<file path="config.mk">
export PLATFORM = sky130hd
export DESIGN_NAME = pc_stack_flat
export DESIGN_NICKNAME = d
export VERILOG_FILES = /design/src/rtl/pc_stack_if.sv /design/src/rtl/pc_stack.sv /design/src/flat_wrapper.sv
export SDC_FILE = /design/constraint.sdc
export NUM_CORES = 1
export LEC_CHECK = 0
export CORE_MARGIN = 2
export CORE_UTILIZATION = 50
export DETAILED_ROUTE_END_ITERATION = 10
export PLACE_DENSITY = 0.7
export SYNTH_ARGS = -nofsm -noshare
export SYNTH_HDL_FRONTEND = slang
export SYNTH_SLANG_ARGS = --single-unit
export TNS_END_PERCENT = 10
</file>
<file path="constraint.sdc">
create_clock -name clk -period 7.05 [get_ports clk]
set_clock_uncertainty 0.2 [all_clocks]
set_input_delay 1.41 -clock clk [delete_from_list [all_inputs] [get_ports clk]]
set_output_delay 1.41 -clock clk [all_outputs]
set_load 0.01 [all_outputs]
</file>
<file path="src/rtl/pc_stack_if.sv">
// Control/status bundle between the decoder (master) and the PC/return-stack block (slave).
// Status signals are all registered inside the slave.
interface pc_stack_if #(
    parameter int WIDTH = 16,
    parameter int DEPTH = 8
) ();
    localparam int DW = $clog2(DEPTH + 1);

    logic [WIDTH-1:0] in;
    logic             load;
    logic             inc;
    logic             call;
    logic             ret;
    logic             clr;
    logic [WIDTH-1:0] out;
    logic [DW-1:0]    depth;
    logic             empty;
    logic             full;
    logic             ovf;
    logic             udf;

    modport master (
        output in, load, inc, call, ret, clr,
        input  out, depth, empty, full, ovf, udf
    );

    modport slave (
        input  in, load, inc, call, ret, clr,
        output out, depth, empty, full, ovf, udf
    );
endinterface

</file>
<file path="src/rtl/pc_stack.sv">
// Program counter with hold/load/inc and call/ret through a DEPTH-entry return stack.
// One action per edge, 1-cycle latency, no backpressure; over/underflow set sticky flags.
module pc_stack #(
    parameter int               WIDTH        = 16,
    parameter int               DEPTH        = 8,
    parameter logic [WIDTH-1:0] RESET_VECTOR = '0
) (
    input logic        clk,
    input logic        rst_n,
    pc_stack_if.slave  bus
);
    localparam int DW = $clog2(DEPTH + 1);
    localparam int AW = $clog2(DEPTH);

    logic [WIDTH-1:0] stack [DEPTH];
    logic [WIDTH-1:0] pc;
    logic [WIDTH-1:0] pc_plus1;
    logic [DW-1:0]    cnt;
    logic [DW-1:0]    cnt_m1;
    logic             empty_r;
    logic             full_r;
    logic             ovf_r;
    logic             udf_r;
    logic             push;

    assign pc_plus1 = pc + WIDTH'(1);
    assign cnt_m1   = cnt - DW'(1);
    // Only a call that actually executes writes the stack: it must win priority and find room.
    assign push     = !bus.clr && !bus.ret && bus.call && !full_r;

    // Storage is deliberately unreset; entries at or above cnt are never read.
    always_ff @(posedge clk) begin
        if (push) begin
            stack[cnt[AW-1:0]] <= pc_plus1;
        end
    end

    always_ff @(posedge clk or negedge rst_n) begin
        if (!rst_n) begin
            pc      <= RESET_VECTOR;
            cnt     <= '0;
            empty_r <= 1'b1;
            full_r  <= 1'b0;
            ovf_r   <= 1'b0;
            udf_r   <= 1'b0;
        end else if (bus.clr) begin
            pc      <= RESET_VECTOR;
            cnt     <= '0;
            empty_r <= 1'b1;
            full_r  <= 1'b0;
            ovf_r   <= 1'b0;
            udf_r   <= 1'b0;
        end else if (bus.ret) begin
            if (!empty_r) begin
                pc      <= stack[cnt_m1[AW-1:0]];
                cnt     <= cnt_m1;
                empty_r <= (cnt == DW'(1));
                full_r  <= 1'b0;
            end else begin
                udf_r   <= 1'b1;
            end
        end else if (bus.call) begin
            if (!full_r) begin
                pc      <= bus.in;
                cnt     <= cnt + DW'(1);
                empty_r <= 1'b0;
                full_r  <= (cnt == DW'(DEPTH - 1));
            end else begin
                ovf_r   <= 1'b1;
            end
        end else if (bus.load) begin
            pc <= bus.in;
        end else if (bus.inc) begin
            pc <= pc_plus1;
        end
    end

    assign bus.out   = pc;
    assign bus.depth = cnt;
    assign bus.empty = empty_r;
    assign bus.full  = full_r;
    assign bus.ovf   = ovf_r;
    assign bus.udf   = udf_r;
endmodule

</file>
<file path="src/flat_wrapper.sv">
// flat-port wrapper written by rule: the top's interface ports become plain ports
module pc_stack_flat 
#(
    parameter int               WIDTH        = 16,
    parameter int               DEPTH        = 8,
    parameter logic [WIDTH-1:0] RESET_VECTOR = '0
)
  (clk, rst_n, bus_in, bus_load, bus_inc, bus_call, bus_ret, bus_clr, bus_out, bus_depth, bus_empty, bus_full, bus_ovf, bus_udf);
  pc_stack_if #(.WIDTH(WIDTH), .DEPTH(DEPTH)) bus_i ();
  input logic clk;
  input logic rst_n;
  input wire logic [$bits(bus_i.in)-1:0] bus_in;
  input wire logic [$bits(bus_i.load)-1:0] bus_load;
  input wire logic [$bits(bus_i.inc)-1:0] bus_inc;
  input wire logic [$bits(bus_i.call)-1:0] bus_call;
  input wire logic [$bits(bus_i.ret)-1:0] bus_ret;
  input wire logic [$bits(bus_i.clr)-1:0] bus_clr;
  output wire logic [$bits(bus_i.out)-1:0] bus_out;
  output wire logic [$bits(bus_i.depth)-1:0] bus_depth;
  output wire logic [$bits(bus_i.empty)-1:0] bus_empty;
  output wire logic [$bits(bus_i.full)-1:0] bus_full;
  output wire logic [$bits(bus_i.ovf)-1:0] bus_ovf;
  output wire logic [$bits(bus_i.udf)-1:0] bus_udf;
  assign bus_i.in = bus_in;
  assign bus_i.load = bus_load;
  assign bus_i.inc = bus_inc;
  assign bus_i.call = bus_call;
  assign bus_i.ret = bus_ret;
  assign bus_i.clr = bus_clr;
  assign bus_out = bus_i.out;
  assign bus_depth = bus_i.depth;
  assign bus_empty = bus_i.empty;
  assign bus_full = bus_i.full;
  assign bus_ovf = bus_i.ovf;
  assign bus_udf = bus_i.udf;
  pc_stack #(.WIDTH(WIDTH), .DEPTH(DEPTH), .RESET_VECTOR(RESET_VECTOR)) u_core (.clk(clk), .rst_n(rst_n), .bus(bus_i));
endmodule
</file>
Word level (Yosys, flattened, before mapping)
Memory sizes are Yosys's and may differ from the RTL's.
Cells that the tools add are included.
{"block": "op_classes", "reduce_logical": 18, "add_sub_neg": 3, "n_eq_ne": 6, "mux": 31}
{"op": "$mux 16", "count": 7}
{"op": "$mux 4", "count": 5}
{"op": "$mux 1", "count": 19}
{"op": "$add 16x1->16 const B", "count": 1}
{"op": "$reduce_and 3->1", "count": 3}
{"op": "$reduce_bool 2->1", "count": 4}
{"op": "$ne 3x3->1 const B", "count": 2}
{"op": "$reduce_and 2->1", "count": 3}
{"op": "$reduce_bool 5->1", "count": 1}
{"op": "$add 4x1->4 const B", "count": 1}
{"op": "$eq 4x1->1 const B", "count": 1}
{"op": "$eq 4x3->1 const B", "count": 1}
{"op": "$ne 4x4->1 const B", "count": 1}
{"op": "$sub 4x1->4 const B", "count": 1}
{"op": "$logic_and 1x1->1", "count": 3}
{"op": "$logic_not 1->1", "count": 3}
{"op": "$reduce_bool 3->1", "count": 1}
{"op": "$ne 2x1->1 const B", "count": 1}
{"block": "word_totals", "register_bits": 24, "ram_bits": 128, "elab_cells": 65, "inputBits": 23, "output_inout_bits": 24, "mem_count": 1}
{"memory": "u_core.stack", "words": 8, "word_bits": 16, "read_ports": 1, "rd_clocked_by_memory_dff": 0, "wr": 1, "line_no": "pc_stack.sv:15", "rtl": "logic [WIDTH-1:0] stack [DEPTH];"}

Depth between registers and ports, before layout
{"block": "depth", "ltp_word": 6, "mapped_depth": 11, "ltp_nobuf": 7}

Worst setup path before layout
No wires, ideal clock.
{"block": "synth_path", "path_type": "in2reg", "from": "input port bus_ret", "to": "memory u_core.stack[1][0], enable pin", "n_path_buf": 2, "required_ns": 6.441, "t_arrival_ns": 3.441, "cell_stages": 5, "setup_time_ns": 0.409, "slack_ns": 3.000, "cell_sequence": "buf_4 -> or2_1 -> buf_4 -> or3_1 -> nor3_1"}
{"block": "synth_between", "elab_chain_len": 6}
{"element": "start: declaration", "line_no": "flat_wrapper.sv:16", "rtl": "input wire logic [$bits(bus_i.ret)-1:0] bus_ret;"}
{"element": "$logic_not 1->1", "line_no": "pc_stack.sv:29", "rtl": "assign push = !bus.clr && !bus.ret && bus.call && !full_r;"}
{"element": "$logic_and 1x1->1 (3 in a row)", "line_no": "pc_stack.sv:29"}
{"element": "$mux 1", "line_no": "pc_stack.sv:33", "rtl": "if (push) begin"}
{"element": "$mux 1 (not written as such)", "line_no": "pc_stack.sv:34", "rtl": "stack[cnt[AW-1:0]] <= pc_plus1;"}
{"element": "end: declaration", "line_no": "pc_stack.sv:15"}
Every way passes these cells.

Final worst setup path
{"block": "layout_path", "from": "input port bus_ret", "to": "memory u_core.stack[5][9], enable pin"}
The elaborated chain is that of the path after synthesis.

==> key figures <==
Power
  – PD cells: 314 nW/um^2
  – Pleak: 2.69 nW
  – Peak VDD IR: 0.156 mV

Critical path
  – Kind of end point of the critical path: flop
  – Max stage delay cell, worst path: nor2_1
  – Worst Path Required: 6.98 ns
  – Reg-to-reg slack, setup: 3.67 ns
  – CP Launch Type: input pin
  – Critical-path maximum fanout: 18
  – Crit Path Category: in -> reg
  – Critical Path AT: 4.17 ns
  – Critical Path, Cell by Cell: clkdlybuf4s50_1 > or2_1 > or3_1 > nor2_1 > buf_4
  – Largest stage delay, worst path: 0.79 ns

GRT
  – Vias in the first global route: 4267
  – Initial antenna violation count: 1
  – Total gr overflow: 0
  – Total GRT Usage: 25.3%
  – Wire length of the first global-routing pass: 26000 microns
  – Largest net degree at the start of global routing: 40

Worst hold path
  – Worst min path class: reg -> reg

Timing
  – Slew HR: 23.3%
  – Minimum clock period: 4.25 ns
  – Slew Viols, Final: 0
  – Setup_tns: 0 ns
  – Worst slew pin tran: 1.15 ns
  – Final setup viols: 0
  – FMAX: 235 MHz
  – WHS: 0.293 ns
  – RSZ-0062 raised after global routing: false
  – Final Hold Vio Count: 0
  – Fin crit share: 60.2%

Logic synthesis
  – Syn Area/Cell: 15.0 sq um
  – Post-synth EDFFs: 128
  – Cell Area, Synth: 6590 sq um
  – Async S/R FF share, synth: 15.8%
  – Top FF cell, synth: edfxtp_1
  – Yosys warnings: 0
  – Register bit count reported by yosys: 152
  – Sequential share of the synthesized area: 67.5%
  – Gate Count Post-Synth: 439
  – Mapped Nets: 466
  – Netlist cell types: 53

Clock network
  – Root Driver: clkbuf_16
  – Clock Pin Slew Worst Setup and Hold Paths: 0.05 ns
  – Post-cts gate resize count: 0
  – H-tree depth: 4
  – CTS tree: done
  – Sink Count: 152
  – Longest Clk Path Bufs: 2
  – Clock Latency Late Sink: 0.43 ns
  – Total CTS buffers: 17
  – Hold_buf cts: 0
  – Post-CTS Repair Setup Buffers: 0

Placed design
  – Routability cong.: 0.891
  – Port Buf Inserts: 46
  – Hpwl dp: 11000 microns

Layout
  – # nets final: 520
  – Filler Cells Inserted: 991
  – Ant. Diodes: 0
  – Share of cells above drive strength 1: 15.3%
  – Reg area: 4450 sq um
  – Syn-to-layout area delta: 18.4%
  – Area of the multi-input gates: 2010 sq um

Floorplanning
  – Placeable core area: 12700 sq um
  – Die width: 119 microns
  – IO Count: 47
  – Chip height: 119 microns
  – Die ar.: 14100 sq um
  – Starting Density: 51.8%
  – Std cell rows: 41

Drt
  – DR DRC count: 0
  – ANT nets after route: 0
  – Drt first pass iters: 5
  – DR iter-0 viols: 476
  – Routed wire length: 16600 microns
  – Vias per cell: 6.25
  – Routed wire per std cell: 24.6 microns
  – Total number of vias: 4224

Flow run
  – Total of max-cap violations: 0

Run status
  – Status: finished clean
power by group:
| group | total, mW | internal [mW] | switching, mW | leakage [nW] |
|---|---|---|---|---|
| logic | 0.504 | 0.214 | 0.290 | 0.945 |
| clock network | 0.838 | 0.508 | 0.330 | 0.265 |
| registers | 1.11 | 1.05 | 0.0567 | 1.48 |
cells by family after synthesis:
logic type      Yosys count  share of synthesized area (%)
simple gates            125                           8.70
compound gates           71                           7.37
flops                   152                           67.5
xor+xnor                 18                           2.39
mux                      38                           11.1
buf+inv                  31                           2.18
fa+ha+maj                 4                          0.760
cell type report:
cell class	count	share of cell area [%]
clock buffer	18	5.50
timing repair buffer	59	7.15
inverter	7	0.337
sequential	152	57.0
tap	172	2.76
clock inverter	12	1.43
multi-input combinational	256	25.8
sequential cells by signal (all words and copies together), names as in the netlist:
name and cells:
u_core.bus.full 1, u_core.bus.depth 4, u_core.bus.empty 1, u_core.bus.ovf 1
u_core.bus.out 16, u_core.bus.udf 1, u_core.stack 128
critical path, delay by kind of cell:
family / cells / cell delay, ns
buf+inv: 2 / 1.05
simple gates: 3 / 1.71
layout by cell type (no fill, tap or decap), types with 3 or more instances in the layout:
cell type,count
o22ai_1,3
a21oi_1,21
xor2_1,5
o21ai_0,11
nand4_1,5
nor2_1,36
mux4_2,28
o32a_1,3
mux2i_1,10
a311oi_1,3
nor3_1,7
xnor2_1,12
nand2_1,38
o31ai_1,4
clkinv_2,4
edfxtp_1,128
nor2b_1,3
inv_1,7
ha_1,4
clkbuf_16,17
clkdlybuf4s50_1,46
and3_1,3
nand3_1,15
dfrtp_1,22
buf_4,13
or2_2,3
nand2b_1,3
clkinv_1,4
layer usage:
metal	share of wire, %	vias up	global-route usage, %	wire length, microns
met5	0.090	-	0	15
met3	9.0	34	7.19	1490
met2	47	247	37.2	7750
met1	42	2123	36.0	7010
li1	-	1818	-	-
met4	2.0	2	9.82	329
cell usage after synthesis (all sizes together) (2+ instances only):
| cell type | count | area [sq um] |
|---|---|---|
| nand3 | 15 | 75.1 |
| clkbuf | 13 | 48.8 |
| o21ai | 11 | 55.1 |
| o221ai | 2 | 17.5 |
| a22oi | 2 | 15.0 |
| o31ai | 4 | 30.0 |
| xnor2 | 12 | 105 |
| mux2i | 10 | 100 |
| buf | 11 | 68.8 |
| nor2 | 36 | 135 |
| o21bai | 2 | 15.0 |
| a32oi | 2 | 17.5 |
| edfxtp | 128 | 3840 |
| nand2b | 3 | 18.8 |
| mux4 | 28 | 631 |
| o22ai | 4 | 31.3 |
| a21o | 2 | 15.0 |
| or3 | 2 | 12.5 |
| and2 | 2 | 12.5 |
| a31oi | 2 | 12.5 |
| inv | 7 | 26.3 |
| o211ai | 2 | 15.0 |
| and3 | 3 | 18.8 |
| nor2b | 3 | 18.8 |
| xor2 | 6 | 52.6 |
| dfrtp | 23 | 576 |
| ha | 4 | 50.1 |
| a41oi | 2 | 17.5 |
| or2 | 5 | 31.3 |
| nor3 | 9 | 45.0 |
| a311oi | 3 | 26.3 |
| nand2 | 38 | 143 |
| nand4 | 5 | 31.3 |
| a21oi | 21 | 105 |
| o32a | 3 | 30.0 |
per-stage QoR:
stage / power [mW] / instance area, sq um / instances / setup slack, ns / util (%)
2_1_floorplan: 1.43 / 6590 / 439 / 3.00 / -
3_3_place_gp: 1.61 / 7260 / 646 / 2.46 / 57.1
3_5_place_dp: 1.63 / 7260 / 646 / 2.39 / 57.1
4_1_cts: 2.46 / 7800 / 676 / 2.84 / 61.3
5_1_grt: 2.55 / 7800 / 676 / 2.69 / 61.3
6_report: 2.45 / 7800 / 676 / 2.80 / 61.3
path summary, 6_finish.rpt:
kind	depth (start not counted)	end	startpoint
worst max register to register	8	u_core.bus.out[13]	u_core.bus.depth[1]
worst max-delay path	5	u_core.stack[5][9]	bus_ret
min in group asynchronous	1	u_core.bus.depth[3]	rst_n
worst min-delay path	2	u_core.bus.ovf	u_core.bus.ovf
max in group asynchronous	1	u_core.bus.depth[0]	rst_n
worst min register to register	2	u_core.bus.ovf	u_core.bus.ovf
Power figures use the tool's default switching activity.
==> patch: new RTL, same flow settings <==
`WIDTH` is set to 16 in 3 places; all go to 18.
--- a/src/rtl/pc_stack_if.sv
+++ b/src/rtl/pc_stack_if.sv
@@ -1,7 +1,7 @@
 // Control/status bundle between the decoder (master) and the PC/return-stack block (slave).
 // Status signals are all registered inside the slave.
 interface pc_stack_if #(
-    parameter int WIDTH = 16,
+    parameter int WIDTH = 18,
     parameter int DEPTH = 8
 ) ();
     localparam int DW = $clog2(DEPTH + 1);
--- a/src/rtl/pc_stack.sv
+++ b/src/rtl/pc_stack.sv
@@ -1,7 +1,7 @@
 // Program counter with hold/load/inc and call/ret through a DEPTH-entry return stack.
 // One action per edge, 1-cycle latency, no backpressure; over/underflow set sticky flags.
 module pc_stack #(
-    parameter int               WIDTH        = 16,
+    parameter int               WIDTH        = 18,
     parameter int               DEPTH        = 8,
     parameter logic [WIDTH-1:0] RESET_VECTOR = '0
 ) (
--- a/src/flat_wrapper.sv
+++ b/src/flat_wrapper.sv
@@ -1,7 +1,7 @@
 // flat-port wrapper written by rule: the top's interface ports become plain ports
 module pc_stack_flat 
 #(
-    parameter int               WIDTH        = 16,
+    parameter int               WIDTH        = 18,
     parameter int               DEPTH        = 8,
     parameter logic [WIDTH-1:0] RESET_VECTOR = '0
 )
Ports: changed (resized bus_in and bus_out); port bits go from 47 to 51. The function was not compared with the original's and may differ.
==> patch against the unedited design <==
  * Area after synthesis increased by 13%
  * Wire length increased by 9.3%
  * Clock power increased by 8.0%
  * Final area increased by 11%
  * Die area increased by 13%
  * Sequential cell count increased by 18
  * Power increased by 9.8%
  * Worst setup slack got worse by 0.071 ns
  * Non-clock buffer count decreased by 3
  * Largest power group unchanged
==> patch: results (changes against the unedited design) <==
Routing
  – Met1 wire length: 7782 microns (+11%)
  – Routed wire length: 18,150 microns (+9.3%)
  – Routed wire length on met2: 8831 microns (+14%)
  – Vias/cell: 6.314 (+1.0%)
  – Met3 wire length: 1238 microns (-17%)
  – DR top layer: met4
  – DRT iter0 DRCs: 662 (+39%)

Logic synthesis
  – Mux cell area share after synthesis: 0.1167 (+0.005758)
  – Number of flops mapped to enable cells by yosys: 144 (+13%)
  – Synthesized Nets: 530 (+14%)
  – Post-Syn Instances: 501 (+14%)
  – Compound-cell area share of the yosys netlist: 0.07009 (-0.003621)
  – Synth unique cells: 56 (+5.7%)
  – Synth top cells by count: edfxtp_1, nor2_1, nand2_1, mux4_2, a21oi_1
  – Post-synthesis xor/xnor area fraction: 0.02331 (-0.0006297)
  – Post-synthesis sequential area ratio: 0.6668 (-0.008128)
  – Post-synthesis adder-cell area fraction: 0.006707 (-0.0008919)
  – Asr flop ratio synth: 0.1529 (-0.004954)

Clock network
  – Post_cts resized: 0 (unchanged)

Global route
  – Initial antenna violation count: 0 (-1)
  – Met1 usage: 0.3368 (-0.02318)
  – Largest net degree at the start of global routing: 44 (+10%)
  – GR met3 Demand/Resource: 0.04418 (-0.02773)
  – M2 GR Usage: 0.3735 (+0.001012)
  – First-pass GRT wire length: 27,770 microns (+7.0%)
  – GRT Resource Usage Total: 0.2384 (-0.01500)

Setup path
  – FF-to-FF End: u_core.bus.out[3]
  – Critical path's largest stage delay: 0.97 ns (+0.18 ns)
  – Arr. time, crit path: 4.15 ns (-0.02 ns)
  – Slowest library cell on the worst path: nor2_2
  – Setup slack, reg-to-reg: 3.45 ns (-0.22 ns)
  – CP Capture Point: u_core.stack[5][15]
  – Max FO, Critical Path: 20 (+2)
  – Reg2reg start: u_core.bus.depth[0]

Placed design
  – Post-DP HPWL: 11,660 microns (+6.3%)
  – Placed Area: 8118 sq um (+12%)
  – Placer congestion estimate: 0.8518 (-4.4%)
  – Placed insts: 713 (+10%)
  – Pre-CTS setup slack: 2.268 ns (-0.1243 ns)

Timing
  – Max_slew headroom: 0.1754 (-0.05769)
  – Min Hold Slack: 0.3027 ns (+0.009720 ns)
  – Final worst-path cycle share: 0.6124 (+0.01002)

Power and ir drop
  – Internal Power: 1.938 mW (+9.4%)
  – Clock power frac: 0.337 (-0.005)
  – Flop+latch power: 1.23 mW (+11%)
  – Pwr/cell area: 309.3 nW/um^2 (-1.4%)
  – VDD IR max: 0.1628 mV (+4.1%)

Cells and area
  – Nets: 577 (+11%)
  – Layout cells sized above 1: 0.1658 (+0.01300)
  – Max FFs per register: 144 (+13%)

Outcome
  – Status: complete, no violations
patch: cell count changes after synthesis, sizes merged, moves of 3 or more:
cell,delta
buf,+8
mux2i,+5
a21oi,+6
nor2,+8
mux4,+4
xor2,+3
o21ai,+3
edfxtp,+16
a311oi,-3
nand2,+3
clkbuf,-4
patch: worst min path at each step:
stage | startpoint | cells after the start | endpoint
after detailed placement | u_core.bus.udf | 2 | u_core.bus.udf
final | u_core.bus.udf | 2 | u_core.bus.udf
after floorplan | u_core.bus.udf | 2 | u_core.bus.udf
after global routing | u_core.bus.udf | 2 | u_core.bus.udf
after CTS | u_core.bus.udf | 2 | u_core.bus.udf
after global placement | u_core.bus.udf | 2 | u_core.bus.udf
patch: final cells by class:
class                      count  area [sq um]
clock inverter                12         126.4
timing repair buffer          56         545.5
inverter                       7         26.28
tap                          184         230.2
fill                        1121          5843
clock buffer                  20         446.7
multi-input combinational    296          2338
sequential                   170          4977
